[config.mk]
export PLATFORM = sky130hd
export DESIGN_NAME = layer_seq_ctrl
export DESIGN_NICKNAME = d
export VERILOG_FILES = /design/src/rtl/layer_seq_ctrl.sv
export SDC_FILE = /design/constraint.sdc
export NUM_CORES = 1
export LEC_CHECK = 0
export ABC_CLOCK_PERIOD_IN_PS = 2000
export CAP_MARGIN = 10
export CORE_ASPECT_RATIO = 0.5
export CORE_UTILIZATION = 40
export CTS_BUF_LIST = sky130_fd_sc_hd__clkbuf_4 sky130_fd_sc_hd__clkbuf_8
export DETAILED_ROUTE_END_ITERATION = 10
export GPL_ROUTABILITY_DRIVEN = 1
export HOLD_SLACK_MARGIN = 0.08
export PLACE_DENSITY_LB_ADDON = 0.05
export RECOVER_POWER = 100
export SYNTH_ARGS = -nofsm -noshare
export SYNTH_HDL_FRONTEND = slang
export SYNTH_SLANG_ARGS = --single-unit
[constraint.sdc]
create_clock -name clk -period 2 [get_ports clk]
set_input_delay 0.6 -clock clk [delete_from_list [all_inputs] [get_ports clk]]
set_output_delay 0.6 -clock clk [all_outputs]
set_load 0.02 [all_outputs]
[src/rtl/layer_seq_ctrl.sv]
// rtl/layer_seq_ctrl.sv - Sequencer issuing start pulses along a masked layer chain, with batching, timeout and abort
module layer_seq_ctrl #(
   parameter int          NUM_LAYERS = 3,
   parameter int          DATA_W     = 32,
   parameter int          BATCH_W    = 8,
   parameter int unsigned TIMEOUT    = 65535,
   parameter int          IDX_W      = (NUM_LAYERS > 1) ? $clog2(NUM_LAYERS) : 1
) (
   input  logic                  clk,
   input  logic                  rst,
   input  logic                  start,
   input  logic                  abort,
   input  logic [NUM_LAYERS-1:0] cfg_layer_mask,
   input  logic [BATCH_W-1:0]    cfg_batch,
   output logic [NUM_LAYERS-1:0] layer_start,
   input  logic [NUM_LAYERS-1:0] layer_done,
   input  logic [DATA_W-1:0]     result_in,
   output logic [DATA_W-1:0]     result_out,
   output logic                  result_valid,
   output logic                  busy,
   output logic                  done,
   output logic                  error,
   output logic [IDX_W-1:0]      err_layer,
   output logic [31:0]           cycle_count
);

   typedef enum logic [1:0] {
      S_IDLE  = 2'd0,
      S_ISSUE = 2'd1,
      S_WAIT  = 2'd2,
      S_ERROR = 2'd3
   } state_t;

   state_t                  state, state_n;
   logic [IDX_W-1:0]        cur, cur_n;
   logic [BATCH_W-1:0]      img_rem, img_rem_n;
   logic [NUM_LAYERS-1:0]   mask_q;
   logic [31:0]             to_cnt;
   logic [NUM_LAYERS-1:0]   start_vec;
   logic [IDX_W:0]          nxt;
   logic                    accept, fin, to_fire, cap;

   function automatic logic [IDX_W-1:0] lowest_set(input logic [NUM_LAYERS-1:0] m);
      logic [IDX_W-1:0] r;
      r = '0;
      for (int k = NUM_LAYERS - 1; k >= 0; k--) begin
         if (m[k]) r = IDX_W'(k);
      end
      return r;
   endfunction

   // MSB flags that an enabled layer above c exists; low bits give its index.
   function automatic logic [IDX_W:0] next_above(input logic [NUM_LAYERS-1:0] m,
                                                input logic [IDX_W-1:0]      c);
      logic [IDX_W:0] r;
      r = '0;
      for (int k = NUM_LAYERS - 1; k >= 0; k--) begin
         if (m[k] && (k > int'(c))) r = {1'b1, IDX_W'(k)};
      end
      return r;
   endfunction

   assign busy = (state == S_ISSUE) || (state == S_WAIT);

   always_comb begin
      state_n   = state;
      cur_n     = cur;
      img_rem_n = img_rem;
      accept    = 1'b0;
      fin       = 1'b0;
      to_fire   = 1'b0;
      cap       = 1'b0;
      start_vec = '0;
      nxt       = next_above(mask_q, cur);
      case (state)
         S_IDLE: begin
            if (start && !abort) begin
               accept = 1'b1;
               if (|cfg_layer_mask) begin
                  state_n   = S_ISSUE;
                  cur_n     = lowest_set(cfg_layer_mask);
                  img_rem_n = (cfg_batch == '0) ? BATCH_W'(1) : cfg_batch;
               end else begin
                  fin = 1'b1;
               end
            end
         end
         S_ISSUE: begin
            state_n = abort ? S_IDLE : S_WAIT;
         end
         S_WAIT: begin
            if (abort) begin
               state_n = S_IDLE;
            end else if (layer_done[cur]) begin
               if (nxt[IDX_W]) begin
                  cur_n   = nxt[IDX_W-1:0];
                  state_n = S_ISSUE;
               end else begin
                  cap       = 1'b1;
                  img_rem_n = img_rem - BATCH_W'(1);
                  if (img_rem > BATCH_W'(1)) begin
                     cur_n   = lowest_set(mask_q);
                     state_n = S_ISSUE;
                  end else begin
                     fin     = 1'b1;
                     state_n = S_IDLE;
                  end
               end
            end else if ((TIMEOUT != 0) && (to_cnt >= (32'(TIMEOUT) - 32'd1))) begin
               to_fire = 1'b1;
               state_n = S_ERROR;
            end
         end
         S_ERROR: begin
            if (abort) state_n = S_IDLE;
         end
         default: state_n = S_IDLE;
      endcase
      // The pulse is registered so it lines up exactly with the ISSUE cycle.
      if (state_n == S_ISSUE) start_vec[cur_n] = 1'b1;
   end

   always_ff @(posedge clk) begin
      if (rst) begin
         state        <= S_IDLE;
         cur          <= '0;
         img_rem      <= '0;
         mask_q       <= '0;
         to_cnt       <= '0;
         layer_start  <= '0;
         result_out   <= '0;
         result_valid <= 1'b0;
         done         <= 1'b0;
         error        <= 1'b0;
         err_layer    <= '0;
         cycle_count  <= '0;
      end else begin
         state        <= state_n;
         cur          <= cur_n;
         img_rem      <= img_rem_n;
         layer_start  <= start_vec;
         result_valid <= cap;
         if (cap) result_out <= result_in;

         if (accept) begin
            mask_q      <= cfg_layer_mask;
            done        <= fin;
            error       <= 1'b0;
            cycle_count <= '0;
         end else begin
            if (fin) done <= 1'b1;
            if (busy && (cycle_count != 32'hFFFF_FFFF)) cycle_count <= cycle_count + 32'd1;
         end

         if (state == S_ISSUE) begin
            to_cnt <= '0;
         end else if ((state == S_WAIT) && (to_cnt != 32'hFFFF_FFFF)) begin
            to_cnt <= to_cnt + 32'd1;
         end

         if (to_fire) begin
            error     <= 1'b1;
            err_layer <= cur;
         end else if ((state == S_ERROR) && abort) begin
            error     <= 1'b0;
            err_layer <= '0;
         end
      end
   end

endmodule

* Word-level counts from Yosys, hierarchy flattened
Index checks and enable logic that the tools add are counted. W data, S select, Z words.
Word-level totals: logic and storage cells 114, input port bits 50, output and inout bits 73, flip-flop bits (word level) 119
Operators by class: muxes and demuxes 60, reductions and logical operators 20, equal/unequal tests 11, bitwise operators 1, add/subtract/negate cells 3, $lt $le $gt $ge 7
Operators with widths (number):
- $add A32 B1 Y32 const B | 2
- $ne A32 B32 Y1 const B | 2
- $mux W8 | 6
- $mux W2 | 21
- $ge A32 B16 Y1 const B | 1
- $mux W1 | 25
- $pmux W8 S2 | 1
- $gt A8 B1 Y1 const B | 1
- $logic_not A8 Y1 | 1
- $ne A2 B2 Y1 const B | 4
- $pmux W2 S4 | 1
- $sub A8 B1 Y8 const B | 1
- $logic_and A1 B1 Y1 | 7
- $lt A2 B3 Y1 const B | 2
- $mux W3 | 2
- $reduce_and A6 Y1 | 1
- $reduce_bool A2 Y1 | 3
- $reduce_or A2 Y1 | 3
- $eq A2 B1 Y1 const B | 2
- $eq A2 B2 Y1 const B | 2
- $pmux W2 S2 | 1
- $reduce_bool A3 Y1 | 1
- $reduce_or A3 Y1 | 1
- $bmux W1 S2 | 1
- 10 further kinds | 10

* Depth between registers and ports, before layout
depth in word-level cells 12, depth in mapped cells 11, depth with buffers taken out 8

* Worst setup path after synthesis
No wires, ideal clock.
kind register to register, start register state[0], end register to_cnt[25], period minus slack after synthesis 2095 ps, setup slack -95 ps, arrival 1967 ps, cell stages (with the launch flop) 11, setup time 128 ps, buffers on the path 2, required time 1872 ps, cell sequence dfxtp_1 > inv_1 > ha_1 > buf_2 > and4_1 > clkbuf_1 > nand4_1 > a211oi_4 > nand4_1 > xor2_1 > nor2_1
Between the ends: word-level cells in the longest chain between the ends 2, elaborated cells between the ends (all ways) 4, those cells by class eq/ne: 2; reduce/logical: 2
RTL lines:
- start, declared | line 34 | state_t state, state_n;
- start signal, assigned | line 138 | state <= state_n;
- $eq A2 B1 Y1 or $eq A2 B2 Y1 (tied branches) | line 155, 157
- $reduce_or A2 Y1 (no line) or $logic_and A1 B1 Y1 (tied branches)
- end signal, assigned | line 158 | to_cnt <= to_cnt + 32'd1;
- end, declared | line 38 | logic [31:0] to_cnt;
Several ways; a longest one is shown, not always the timed one. A chain may end at the register's enable or synchronous reset.

* Final worst setup path
start input layer_done[0], end register layer_start[1]
Between the ends: word-level cells in the longest chain between the ends 9, elaborated cells between the ends (all ways) 16, those cells by class order compare: 2; eq/ne: 1; mux: 10; bitwise: 1; reduce/logical: 2
RTL lines:
- start, declared | line 16 | input logic [NUM_LAYERS-1:0] layer_done,
- $bmux W1 S2 (*) | line 94 | end else if (layer_done[cur]) begin
- $mux W1 (implied by the code) (*) | line 94
- $mux W2 | line 94
- $mux W2 | line 92 | if (abort) begin
- $pmux W2 S2 | line 75 | case (state)
- $lt A2 B3 Y1 (implied by the code) or $ge A2 B1 Y1 (tied branches) | line 120 | if (state_n == S_ISSUE) start_vec[cur_n] = 1'b1;
- $logic_and A1 B1 Y1 (implied by the code) | line 120
- $mux W1 (implied by the code) | line 120
- $demux W1 S2 | line 120
- end signal, assigned | line 141 | layer_start <= start_vec;
- end, declared | line 15 | output logic [NUM_LAYERS-1:0] layer_start,
Mark *: on every way between the ends. The rest lies on a longest branch, timed or not. The select of a mux whose other input is x is not followed.

==> summary by stage <==
Final layout
The share of the core filled with cells in the final layout is 0.584. The top cell types in the final layout, fill and taps aside, are 114 x sky130_fd_sc_hd__nand2_1, 113 x sky130_fd_sc_hd__dfxtp_1, 87 x sky130_fd_sc_hd__nor2_1. Excluding fillers, the count of instances in the completed layout stands at roughly 1,100.

From synthesis to final layout, the design area changed by 41.4%. The number of antenna diodes is 0. The number of nets in the final layout is 962.

The library cell used most frequently in the layout, excluding fill and tap cells, is sky130_fd_sc_hd__nand2_1. The share of layout cells above drive strength 1 is 0.158.

STA
Across the routed clock network, the largest skew measured is 0.0120 ns. The maximum clock frequency is 506 MHz. The final-report hold violation count is 0. The number of pins exceeding their max-slew limit in the final report is 0. Subtracting the final worst setup slack from the clock period gives 1.97 ns. At the pin with the least slew margin, the transition time is 0.400 ns. Setup repair after global routing could not meet its margin everywhere.

The normalized max-slew margin is 0.731. Adding up every negative setup slack in the final design gives 0 ns. The number of endpoints failing setup at the final stage is 0.

In the finished design, the share of the clock period the worst path needs comes to 0.987.

Critical path
Tracing the worst setup path back leads to its startpoint at layer_done[0]. The slack of the worst reg-to-reg path is 0.09 ns. The critical path in this run is classified as in -> reg. The slowest stage of the critical path is the sky130_fd_sc_hd__clkdlybuf4s50_1 cell.

The peak per-stage delay on the critical path is 0.47 ns. In this run the worst path has a maximum fanout of 3. The signal on the critical path passes through clkdlybuf4s50_1 -> mux2i_1 -> o21a_2 -> a211o_1 -> o311ai_2 -> nand2_1 -> and3b_1. STA classifies the critical path startpoint as an input port.

The startpoint identified for the worst register-to-register timing path is state[0]$_SDFF_PP0_. STA classifies the critical path endpoint as a flip-flop. The required time of the critical path is 2.32 ns.

In this run the worst setup path terminates at layer_start[1]$_SDFF_PP0_. Data arrives at the worst endpoint at 2.29 ns. Measured in cells, the most critical reg-to-reg path has a length of 11. The capturing point of the worst reg2reg path is img_rem[5]$_SDFFE_PP0P_.

Flow run
The count of maximum capacitance violations is 0.

Power
The worst-case IR drop observed on VDD is 0.380 mV. For this design the ratio of total power to cell area is 686 nW/um^2. The power consumption is 0.00546 W. In this run the static leakage power is 3.19 nW.

Global route
The maximum number of pins on one net before global-route repair is 34. The global router's overall resource usage is 0.209. The global-route wire length before repair is roughly 24,000 microns. The via count of the first global-routing pass came to 5,219. The initial antenna violation count was 0. The global-route congestion overflow total is 0.

Detailed routing
The number of iterations in the first detailed-routing pass is 5. The number of vias after detailed routing is 5,509. The count of nets left with antenna violations once routing finished came out at 0. In the final routed layout, each cell accounts on average for 13.6 microns. The detailed-route vias per instance is about 5. The number of DRC markers after the initial detailed-route iteration is 256. For this block, the routed nets add up to 15,000 microns of wire. The post-detailed-route DRC marker count is 0.

Clock network
The root buffer cell is sky130_fd_sc_hd__clkbuf_8. The CTS tree is yes. The number of buffers created by CTS is 17.

The clock transition time at the flip-flop clock pins of the worst setup and hold paths is 0.07 ns. CTS built an H-tree with a depth of 4. The clock latency at the later pin of the worst-skew pair is 0.43 ns. The CTS sink count is 119. In this run the deepest clock path goes through 2 buffers.

The number of buffers added to fix hold violations after cts is 0.

Die
For this configuration, the core starts out at a cell density of 0.413. The area of the core is roughly 14,000 sq um. The overall die height is roughly 86 microns. The die covers between 10,000 and 15,000 sq um.

The die extent in x is 170 microns. Pin placement for this block handled between 100 and 150 I/O pins. Row generation in the floorplan step produced 30 rows.

Synthesis
Yosys attributes the largest share of cell area to sky130_fd_sc_hd__dfxtp_1 42%, sky130_fd_sc_hd__nand2_1 7.6%, sky130_fd_sc_hd__nor2_1 5.9%, sky130_fd_sc_hd__xor2_1 5.6%, sky130_fd_sc_hd__a21oi_1 5.4%. Of the post-synthesis cell area, the dominant cell type holds 0.423. The post-synthesis cell type count is 61.

The primary flip-flop cell chosen by synthesis mapping is sky130_fd_sc_hd__dfxtp_1. During synthesis, Yosys emitted a total of 0 warnings. The fraction of the yosys area taken by sequential cells is 0.423. In the synthesized netlist the async set-or-reset flop fraction comes to 0. sky130_fd_sc_hd__dfxtp_1 takes more of the synthesized area than any other cell. The area of the mapped netlist is 5630 sq um.

The net count of the mapped netlist is 761. The synthesized area per cell is 8.02 sq um. The number of synthesized flops with an enable pin is 0. After synthesis the netlist holds a flip-flop and latch count of 119.

The synthesized instance count is roughly 700.

Place
Including well taps, the total number of placed cells is 1,072. The congestion estimate from routability-driven global placement came to 0.831. The quantity of I/O buffers inserted on ports is 122. Once detailed placement completed, the half-perimeter wirelength came to 10,600 microns.

Status
The run finished with clean final reports.

Worst hold path
The min-delay analysis places its worst path in the category reg -> reg. Along the worst hold path, the cell count comes to 2.
## stage by stage
stage	hold WS [ns]	cell area [sq um]	setup slack (ns)
3_3_place_gp	0.441	7680	-0.417
4_1_cts	0.456	8010	-0.140
3_5_place_dp	0.446	7680	-0.450
5_1_grt	0.475	7960	-0.0219
2_1_floorplan	0.454	5630	0.000640
6_report	0.453	7960	0.0250
## flip-flops by register name (all words and copies together) (netlist names), 2 cells and up
| register | count |
|---|---|
| cur | 2 |
| cycle_count | 32 |
| err_layer | 2 |
| img_rem | 8 |
| layer_start | 3 |
| mask_q | 3 |
| result_out | 32 |
| state | 2 |
| to_cnt | 32 |
## timing repair
item / CTS / global route
endpoints found under the hold margin: 0 / 0
resized for setup: 61 / 38
buffers inserted: 0 / 4
setup endpoints to repair: 61 / 78
pin swaps: 1 / 7
## Yosys cell counts, drive strengths merged, types with 2 or more instances
cell      n
nor4     15
ha        9
inv      16
o21a      3
o32ai     2
o21ai    19
nor2b     5
a221oi    2
nand3b    4
a211oi    3
a31oi     3
a21oi    61
nand4    26
a21o      4
nand2   114
dfxtp   119
and4      6
nor2     88
or2       2
mux2i     3
and3b     2
or3       7
and2      6
buf       8
nor3     22
nand3    36
o21bai    2
nand2b    6
nor3b     2
and3     12
xor2     36
a211o     2
clkbuf   23
xnor2    19
## where the power goes
| group | switching (W) | internal (W) |
|---|---|---|
| Clock | 0.00107 | 0.00111 |
| Sequential | 0.0000372 | 0.00242 |
| Combinational | 0.000402 | 0.000415 |
## how the worst min path moves through the flow
stage                                 from                     endpoint  slack, ns
4_1_cts                                rst       mask_q[2]$_SDFFE_PP0P_       0.46
6_report        result_out[1]$_SDFFE_PP0P_   result_out[1]$_SDFFE_PP0P_       0.45
3_3_place_gp    result_out[3]$_SDFFE_PP0P_   result_out[3]$_SDFFE_PP0P_       0.44
3_5_place_dp   result_out[18]$_SDFFE_PP0P_  result_out[18]$_SDFFE_PP0P_       0.45
5_1_grt                                rst       mask_q[2]$_SDFFE_PP0P_       0.48
2_1_floorplan      img_rem[6]$_SDFFE_PP0P_      img_rem[6]$_SDFFE_PP0P_       0.45
## final cells by class
cell class              count  area (sq um)
clock inverters            14           153
repair buffers            213          1750
well taps                 192           240
flip-flops and latches    119          2390
fillers                  1278          5670
multi-input cells         536          3130
clock buffers              17           234
inverters                  16          62.6
## routing by layer
layer	GRT usage	routed length (microns)
met5	0	0
met4	0.0622	95
met3	0.0577	574
met2	0.363	7250
met1	0.254	7120
## cell families (layout without fill, tap and decap cells)
group / Yosys count / after routing / share of synthesized area
simple gates: 359 / 359 / 0.316
flops: 119 / 119 / 0.423
compound gates: 110 / 110 / 0.116
xor+xnor: 55 / 55 / 0.0856
buf+inv: 47 / 260 / 0.0333
fa+ha+maj: 9 / 9 / 0.0200
mux: 3 / 3 / 0.00534
## worst max-delay path, delay by kind of cell
kind / cells / cell delay (ns)
AOI/OAI and AO/OA: 3 / 0.82
buffers and inverters: 1 / 0.47
muxes: 1 / 0.09
and+or+nand+nor: 2 / 0.31
No activity file was read; power rests on OpenSTA's default activity.
